===== src/rtl/gpr_sb_pkg.sv =====
// Shared encodings and segment-mask helper for the x86 GPR scoreboard.
// Every GPR splits into seg0=[7:0], seg1=[15:8], seg2=[31:16]; flag bit index is reg*3+seg.
package gpr_sb_pkg;

    localparam int NUM_GPR = 8;
    localparam int NUM_SEG = 3;
    localparam int SB_W    = NUM_GPR * NUM_SEG;

    localparam logic [1:0] SIZE_8  = 2'b00;
    localparam logic [1:0] SIZE_16 = 2'b01;
    localparam logic [1:0] SIZE_32 = 2'b10;
    localparam logic [1:0] SIZE_64 = 2'b11;

    localparam int SEG_LO = 0;
    localparam int SEG_HI = 1;
    localparam int SEG_UP = 2;

    // 8-bit ids 4..7 are AH..BH, i.e. the high byte of registers 0..3.
    function automatic logic [SB_W-1:0] gpr_seg_mask(input logic [2:0] reg_id,
                                                     input logic [1:0] size);
        logic [SB_W-1:0] mask;
        int              base;
        mask = '0;
        base = int'(reg_id) * NUM_SEG;
        case (size)
            SIZE_8: begin
                if (reg_id[2]) mask[int'(reg_id[1:0]) * NUM_SEG + SEG_HI] = 1'b1;
                else           mask[int'(reg_id[1:0]) * NUM_SEG + SEG_LO] = 1'b1;
            end
            SIZE_16: begin
                mask[base + SEG_LO] = 1'b1;
                mask[base + SEG_HI] = 1'b1;
            end
            SIZE_32: begin
                mask[base + SEG_LO] = 1'b1;
                mask[base + SEG_HI] = 1'b1;
                mask[base + SEG_UP] = 1'b1;
            end
            default: mask = '0;
        endcase
        return mask;
    endfunction

endpackage


===== src/rtl/gpr_sb_counter.sv =====
// One saturating in-flight writer counter for a single GPR segment.
// Simultaneous inc and dec cancel; flush wins over both.
module gpr_sb_counter #(
    parameter int CNT_W = 2
) (
    input  logic clk,
    input  logic rst_n,
    input  logic inc,
    input  logic dec,
    input  logic flush,
    output logic zero,
    output logic one,
    output logic full,
    output logic underflow
);

    localparam logic [CNT_W-1:0] CNT_ONE = CNT_W'(1);
    localparam logic [CNT_W-1:0] CNT_MAX = '1;

    logic [CNT_W-1:0] cnt_q;
    logic [CNT_W-1:0] cnt_d;

    assign zero      = (cnt_q == '0);
    assign one       = (cnt_q == CNT_ONE);
    assign full      = (cnt_q == CNT_MAX);
    assign underflow = dec & ~inc & zero;

    always_comb begin
        cnt_d = cnt_q;
        if (flush)
            cnt_d = '0;
        else if (inc && !dec && !full)
            cnt_d = cnt_q + CNT_ONE;
        else if (dec && !inc && !zero)
            cnt_d = cnt_q - CNT_ONE;
    end

    always_ff @(posedge clk or negedge rst_n) begin
        if (!rst_n) cnt_q <= '0;
        else        cnt_q <= cnt_d;
    end

endmodule


===== src/rtl/gpr_scoreboard_unit.sv =====
// GPR scoreboard with per-segment in-flight counters, allocate/retire and NUM_CHK RAW check ports.
// Define GPR_SB_BYPASS_EN to let checks ignore segments freed by the same-cycle writeback or flush.
module gpr_scoreboard_unit
    import gpr_sb_pkg::*;
#(
    parameter int CNT_W   = 2,
    parameter int NUM_CHK = 2
) (
    input  logic                 CLK,
    input  logic                 CLR,
    input  logic                 FLUSH,
    input  logic                 ALLOC_V,
    input  logic [2:0]           ALLOC_REG,
    input  logic [1:0]           ALLOC_SIZE,
    output logic                 ALLOC_STALL,
    input  logic                 RET_V,
    input  logic [2:0]           RET_REG,
    input  logic [1:0]           RET_SIZE,
    input  logic [NUM_CHK-1:0]   CHK_V,
    input  logic [NUM_CHK-1:0]   CHK_NEEDED,
    input  logic [3*NUM_CHK-1:0] CHK_REG,
    input  logic [2*NUM_CHK-1:0] CHK_SIZE,
    output logic [NUM_CHK-1:0]   CHK_STALL,
    output logic [SB_W-1:0]      GPR_SCOREBOARD,
    output logic                 SB_ERR
);

`ifdef GPR_SB_BYPASS_EN
    localparam logic BYPASS = 1'b1;
`else
    localparam logic BYPASS = 1'b0;
`endif

    logic [SB_W-1:0] alloc_mask;
    logic [SB_W-1:0] ret_mask;
    logic [SB_W-1:0] inc_vec;
    logic [SB_W-1:0] dec_vec;
    logic [SB_W-1:0] zero_vec;
    logic [SB_W-1:0] one_vec;
    logic [SB_W-1:0] full_vec;
    logic [SB_W-1:0] uflow_vec;
    logic [SB_W-1:0] busy_chk;
    logic            sb_err_q;
    logic            sb_err_d;

    assign alloc_mask  = gpr_seg_mask(ALLOC_REG, ALLOC_SIZE);
    assign ret_mask    = gpr_seg_mask(RET_REG, RET_SIZE);
    assign ALLOC_STALL = ALLOC_V & |(alloc_mask & full_vec);
    assign inc_vec     = {SB_W{ALLOC_V & ~ALLOC_STALL}} & alloc_mask;
    assign dec_vec     = {SB_W{RET_V}} & ret_mask;

    for (genvar s = 0; s < SB_W; s++) begin : g_cnt
        gpr_sb_counter #(.CNT_W(CNT_W)) u_cnt (
            .clk       (CLK),
            .rst_n     (CLR),
            .inc       (inc_vec[s]),
            .dec       (dec_vec[s]),
            .flush     (FLUSH),
            .zero      (zero_vec[s]),
            .one       (one_vec[s]),
            .full      (full_vec[s]),
            .underflow (uflow_vec[s])
        );
    end

    assign GPR_SCOREBOARD = ~zero_vec;

    // A last writer retiring this cycle frees its segment for checks only in bypass builds.
    assign busy_chk = ~zero_vec & ~({SB_W{BYPASS & ~FLUSH}} & one_vec & dec_vec);

    for (genvar i = 0; i < NUM_CHK; i++) begin : g_chk
        logic [SB_W-1:0] chk_mask;
        assign chk_mask     = gpr_seg_mask(CHK_REG[3*i +: 3], CHK_SIZE[2*i +: 2]);
        assign CHK_STALL[i] = CHK_V[i] & CHK_NEEDED[i] & ~(BYPASS & FLUSH) &
                              |(chk_mask & busy_chk);
    end

    always_comb begin
        sb_err_d = sb_err_q | (|uflow_vec);
    end

    always_ff @(posedge CLK or negedge CLR) begin
        if (!CLR) sb_err_q <= 1'b0;
        else      sb_err_q <= sb_err_d;
    end

    assign SB_ERR = sb_err_q;

endmodule


===== config.mk =====
export PLATFORM = sky130hd
export DESIGN_NAME = gpr_scoreboard_unit
export DESIGN_NICKNAME = d
export VERILOG_FILES = /design/src/rtl/gpr_sb_pkg.sv /design/src/rtl/gpr_sb_counter.sv /design/src/rtl/gpr_scoreboard_unit.sv
export SDC_FILE = /design/constraint.sdc
export NUM_CORES = 1
export LEC_CHECK = 0
export CORE_UTILIZATION = 48
export CTS_CLUSTER_SIZE = 28
export DETAILED_ROUTE_END_ITERATION = 10
export PLACE_DENSITY_LB_ADDON = 0.3
export SYNTH_ARGS = -nofsm -noshare
export SYNTH_HDL_FRONTEND = slang
export SYNTH_SLANG_ARGS = --single-unit

===== constraint.sdc =====
create_clock -name CLK -period 7.5 [get_ports CLK]
set_clock_uncertainty 0.05 [all_clocks]
set_input_delay 1.5 -clock CLK [delete_from_list [all_inputs] [get_ports CLK]]
set_output_delay 1.5 -clock CLK [all_outputs]
set_load 0.02 [all_outputs]

Word-level counts from Yosys, hierarchy flattened
Index checks and enable logic that the tools add are counted.
- flip-flop bits (word level): 49
- input bits: 29
- word-level logic and storage cells: 647
- add/subtract/negate cells: 60
- multiply operators: 8
- $lt $le $gt $ge: 40
- eq/ne operators: 32
- muxes and demuxes: 120
- bitwise operators: 94
- reductions and logical operators: 268
- operators by type and width (operator ; count):
    24-bit case mux with 3 select lines ; 4
    24-bit OR ; 8
    2-bit two-way mux ; 72
    32-bit by 2-bit adder with 32-bit output (second input constant) ; 4
    32-bit by 1-bit >= comparator with 1-bit output (second input constant) ; 4
    32-bit by 7-bit < comparator with 1-bit output (second input constant) ; 4
    24-bit AND ; 5
    1-bit logical AND ; 116
    1-bit demux with 5-bit select ; 20
    1-bit zero test ; 96
    24-bit two-way mux ; 4
    24-bit OR reduction ; 4
    3-bit nonzero test ; 24
    2-bit == test (second input constant) ; 28
    2-bit zero test ; 28
    1-bit AND ; 54
    2-bit by 1-bit adder with 2-bit output (second input constant) ; 24
    6-bit by 1-bit >= comparator with 1-bit output (second input constant) ; 8
    6-bit < comparator (second input constant) ; 8
    2-bit by 1-bit subtractor with 2-bit output (second input constant) ; 24
    1-bit inverter ; 25
    5-bit by 1-bit adder with 6-bit output (second input constant) ; 4
    5-bit by 2-bit adder with 6-bit output (second input constant) ; 4
    4-bit by 6-bit < comparator with 1-bit output (second input constant) ; 4
    9 further kinds ; 46

Depth between registers and ports, before layout
- depth after elaboration: 21
- mapped depth: 20

Cells and area by module
Synthesis repeated with hierarchy kept, for this count alone.
- cell total of the unflattened synthesis: 1597
- area, all modules: 11339.6 µm²
- by module, submodules not included (module ; times used ; cells an instance ; area an instance (µm²) ; seq. area each (µm²)):
    gpr_scoreboard_unit ; 1 ; 1093 ; 6655.1 ; 25.0
    gpr_sb_counter ; 24 ; 21 ; 195.2 ; 50.0

Worst setup path before layout
Ideal clock, no wire load.
- path kind: input to output
- from: input ALLOC_REG[0]
- to: output ALLOC_STALL
- arrival time: 4.927 ns
- data required time: 5.950 ns
- path slack: 1.023 ns
- cell stages on the path: 16
- buffers on the path: 3
- cells stage by stage: ha_1 -> clkinv_1 -> fa_1 -> buf_2 -> inv_1 -> ha_1 -> and2_1 -> buf_2 -> xnor2_2 -> o21ai_0 -> a311oi_2 -> o221ai_1 -> nor4_2 -> and4_1 -> buf_2 -> nor2_1
- longest elaborated chain between the ends: 12
- elaborated cells between the ends (all ways): 37
- those cells by class: add/sub: 3; mul: 2; order compare: 10; mux: 12; bitwise: 4; reduce/logical: 6
- RTL lines (element ; line ; text):
    start: declaration ; gpr_scoreboard_unit.sv:13 ; input logic [2:0] ALLOC_REG,
    branches (longest 8 deep; another with 32-bit by 2-bit adder with 32-bit output) ; -- ;
    24-bit case mux with 3 select lines (*) ; gpr_sb_pkg.sv:25 ; case (size)
    24-bit AND (*) ; gpr_scoreboard_unit.sv:48 ; assign ALLOC_STALL = ALLOC_V & |(alloc_mask & full_vec);
    24-bit OR reduction (*) ; gpr_scoreboard_unit.sv:48 ;
    1-bit AND (*) ; gpr_scoreboard_unit.sv:48 ;
    end: declaration ; gpr_scoreboard_unit.sv:15 ; output logic ALLOC_STALL,
Mark *: on every way between the ends.

Final worst setup path
- from: input ALLOC_REG[1]
- to: output ALLOC_STALL
The elaborated chain is that of the path after synthesis.

==> flow_metrics.tcl <==
set metrics [dict create \
    reg2reg_depth 11 \
    place_inst 1750 \
    post_drt_wl_per_cell_um 22.4 \
    critPathCaptureType "output port" \
    avgSynthCellArea_um2 6.53 \
    start_kind "input pin" \
    via_per_inst 6.88 \
    hp-class "reg2reg" \
    clock.fmax_mhz 135 \
    p_leak_nw 4.08 \
    cts.clk_slew.worst_paths_ns 0.07 \
    period_minus_slack_ns 7.41 \
    synth_edf_count 0 \
    yosysSeqAreaShare 0.128 \
    p_sw_frac 0.471 \
    hold_viol 0 \
    synthCells 1470 \
    rsz0062_at_grt "yes" \
    drc 0 \
    cp.required_ns 5.95 \
    fin_cells 1760 \
    seqCellArea_um2 1230 \
    core_um2 19500 \
    htreeDepth 2 \
    synth_nets 1539 \
    clkSinkCount 49 \
    worstMarginPinSlew_ns 0.960 \
    place_ws_ns 0.123 \
    track_usage 0.383 \
    hold_buffers 0 \
    cts_made_buffers 5 \
    clock_path_buffers 2 \
    grt_pass1_wl_um 61100 \
    cts_tree "yes" \
    power_density_nw_per_um2 117 \
    tns_ns 0 \
    max_cap_viol_count 0 \
    reg2reg_to "SB_ERR$_DFF_PN0_" \
    dr.first_iter.drc_count 1530 \
    dieHeight_um 143 \
    nFillCells 2050 \
    min_to "g_cnt[13].u_cnt.cnt_q[0]$_DFFE_PN0P_" \
    syn_area_um2 9600 \
    initial_utilization 0.492 \
    p_int_mw 0.668 \
    wl_um 39500 \
    gp_congestion 1.06 \
    outcome "finished clean" \
    worst_slack_ns 0.0863 \
    clock_tree.root_cell "clkbuf_16" \
    antenna_cells 0 \
    boundaryPins 57 \
    area_growth_pct 12.1 \
    vias 12100 \
    clk_latency_ns 0.30 \
    critical_path_class "in2out" \
    layout.cells.most_common_list "188 x nand2_1, 152 x nor2_1, 116 x a21oi_1" \
    design.die.area_um2 20600 \
    worstHoldStart "g_cnt[13].u_cnt.cnt_q[0]$_DFFE_PN0P_" \
    synthArstFlopShare 1.00 \
    slew_violations 0 \
    final_nets 1564 \
    p_clk_frac 0.206 \
    slew_headroom 0.358 \
    fin_crit_sh 0.988 \
    ys_warn_count 0 \
    synth_cell_type_count 97 \
    grt_pass1_vias 10800 \
    peakVddDrop_v 0.0000891 \
    synth_flop_cell "dfrtp_1" \
    arrival_ns 5.86 \
    dp_hpwl_um 30400 \
    drive_gt1_frac 0.0843 \
    p_seq_frac 0.227 \
    grt_overflow 0 \
    antenna_found_initial 0 \
    port_buffers 56 \
    cp_max_fo 11 \
    dieWidth_um 143 \
    multiInputGateArea_um2 7760 \
    setup_viol 0 \
    holdPathStages 1 \
    r2r-start "g_cnt[20].u_cnt.cnt_q[0]$_DFFE_PN0P_" \
    rows 51 \
    ff2ff_setup_slack_ns 3.74 \
    ant_nets 0 \
    grt_max_degree 50 \
    drt_first_pass_iters 8 \
    final_common_cell "nand2_1" \
    pwr-share-comb 0.567 \
    power.switching_mw 0.596 \
    ys_ff_latch 49 \
]
==> cells in the mapped netlist (all sizes together) (7+ instances only) <==
| master | instances | area [um^2] |
|---|---|---|
| xnor2 | 22 | 226 |
| a21o | 11 | 82.6 |
| a221oi | 15 | 131 |
| nor3 | 49 | 270 |
| nor2 | 154 | 583 |
| o2111ai | 7 | 61.3 |
| a21oi | 117 | 589 |
| xor2 | 16 | 159 |
| dfrtp | 49 | 1230 |
| or2 | 7 | 43.8 |
| a211oi | 36 | 293 |
| o211ai | 13 | 103 |
| a22oi | 34 | 255 |
| nand4 | 21 | 146 |
| and3 | 22 | 138 |
| a31oi | 31 | 194 |
| o21a | 16 | 120 |
| inv | 56 | 210 |
| clkbuf | 80 | 300 |
| o31ai | 19 | 143 |
| a311oi | 12 | 118 |
| nor4 | 15 | 115 |
| o21ai | 114 | 574 |
| o22ai | 33 | 206 |
| nand2b | 22 | 138 |
| o32ai | 9 | 78.8 |
| a32oi | 9 | 78.8 |
| and2 | 33 | 206 |
| buf | 28 | 154 |
| nand2 | 189 | 709 |
| nor2b | 22 | 138 |
| ha | 36 | 450 |
| nand3 | 73 | 365 |
==> area by class of cell <==
cell class | count | share of cell area
timing repair buffer | 126 | 0.100
multi-input combinational | 1256 | 0.721
clock buffer | 5 | 0.0116
sequential | 49 | 0.114
tap | 265 | 0.0308
inverter | 57 | 0.0199
clock inverter | 2 | 0.00325
==> worst max-delay path, stage by stage <==
cell and delay [ns]:
clkdlybuf4s50_1 0.59, ha_1 0.22, clkinv_1 0.10, fa_2 0.54, inv_1 0.05, ha_1 0.20
buf_4 0.18, xnor3_1 0.26, nand2_1 0.12, a211o_1 0.28, a32oi_1 0.35, and3_1 0.20
o21ai_1 0.12, and4_1 0.27, nor2_1 0.20, clkdlybuf4s50_1 0.65
==> power groups by stage <==
stage	Combinational (mW)	Sequential (mW)	Clock [mW]
after floorplan	0.457	0.287	0
after global placement	0.686	0.291	0
after detailed placement	0.681	0.292	0
after CTS	0.684	0.287	0.262
after global routing	0.766	0.289	0.270
final	0.717	0.288	0.260
==> registers in the layout, summed over array words and instances (netlist names) <==
register	flops
g_cnt.u_cnt.cnt_q	48
SB_ERR	1
==> stage by stage <==
stage                     cell area, um^2  utilization  total power [mW]  hold WS [ns]
after global routing                10800        0.551              1.32         0.539
after global placement              10500        0.540             0.977         0.501
after CTS                           10700        0.548              1.23         0.518
final                               10800        0.551              1.26         0.523
after detailed placement            10500        0.540             0.973         0.508
after floorplan                      9600            -             0.743         0.461
==> repair_timing <==
action | 4_1_cts | 5_1_grt
buffers inserted | 0 | 3
endpoints found under the hold margin | 0 | 0
resized for setup | 0 | 10
endpoints found under the setup margin | 0 | 2
==> how the worst max path moves through the flow <==
| stage | from | endpoint | slack (ns) | depth (start not counted) |
|---|---|---|---|---|
| 2_1_floorplan | ALLOC_REG[0] | ALLOC_STALL | 1.02 | 16 |
| 3_3_place_gp | ALLOC_REG[1] | ALLOC_STALL | 0.21 | 15 |
| 3_5_place_dp | ALLOC_REG[1] | ALLOC_STALL | 0.12 | 15 |
| 4_1_cts | ALLOC_REG[1] | ALLOC_STALL | 0.08 | 14 |
| 5_1_grt | ALLOC_REG[1] | ALLOC_STALL | -0.006 | 16 |
| 6_report | ALLOC_REG[1] | ALLOC_STALL | 0.09 | 16 |
==> metal layers <==
layer	part of all wire	track usage	vias to the layer above
li1	-	-	5541
met1	0.41	0.519	5653
met2	0.44	0.603	783
met3	0.10	0.0570	134
met4	0.049	0.159	0
met5	0	0	-
==> cell families (layout without fill, tap and decap cells) <==
| family | count (synthesis) | count (layout) | share of synthesized area |
|---|---|---|---|
| simple gates | 627 | 627 | 0.316 |
| compound gates | 543 | 543 | 0.381 |
| buf+inv | 165 | 190 | 0.0696 |
| flops | 49 | 49 | 0.128 |
| fa+ha+maj | 40 | 40 | 0.0552 |
| xor+xnor | 40 | 40 | 0.0449 |
| mux | 6 | 6 | 0.00651 |
(Power assumes the default switching activity.)
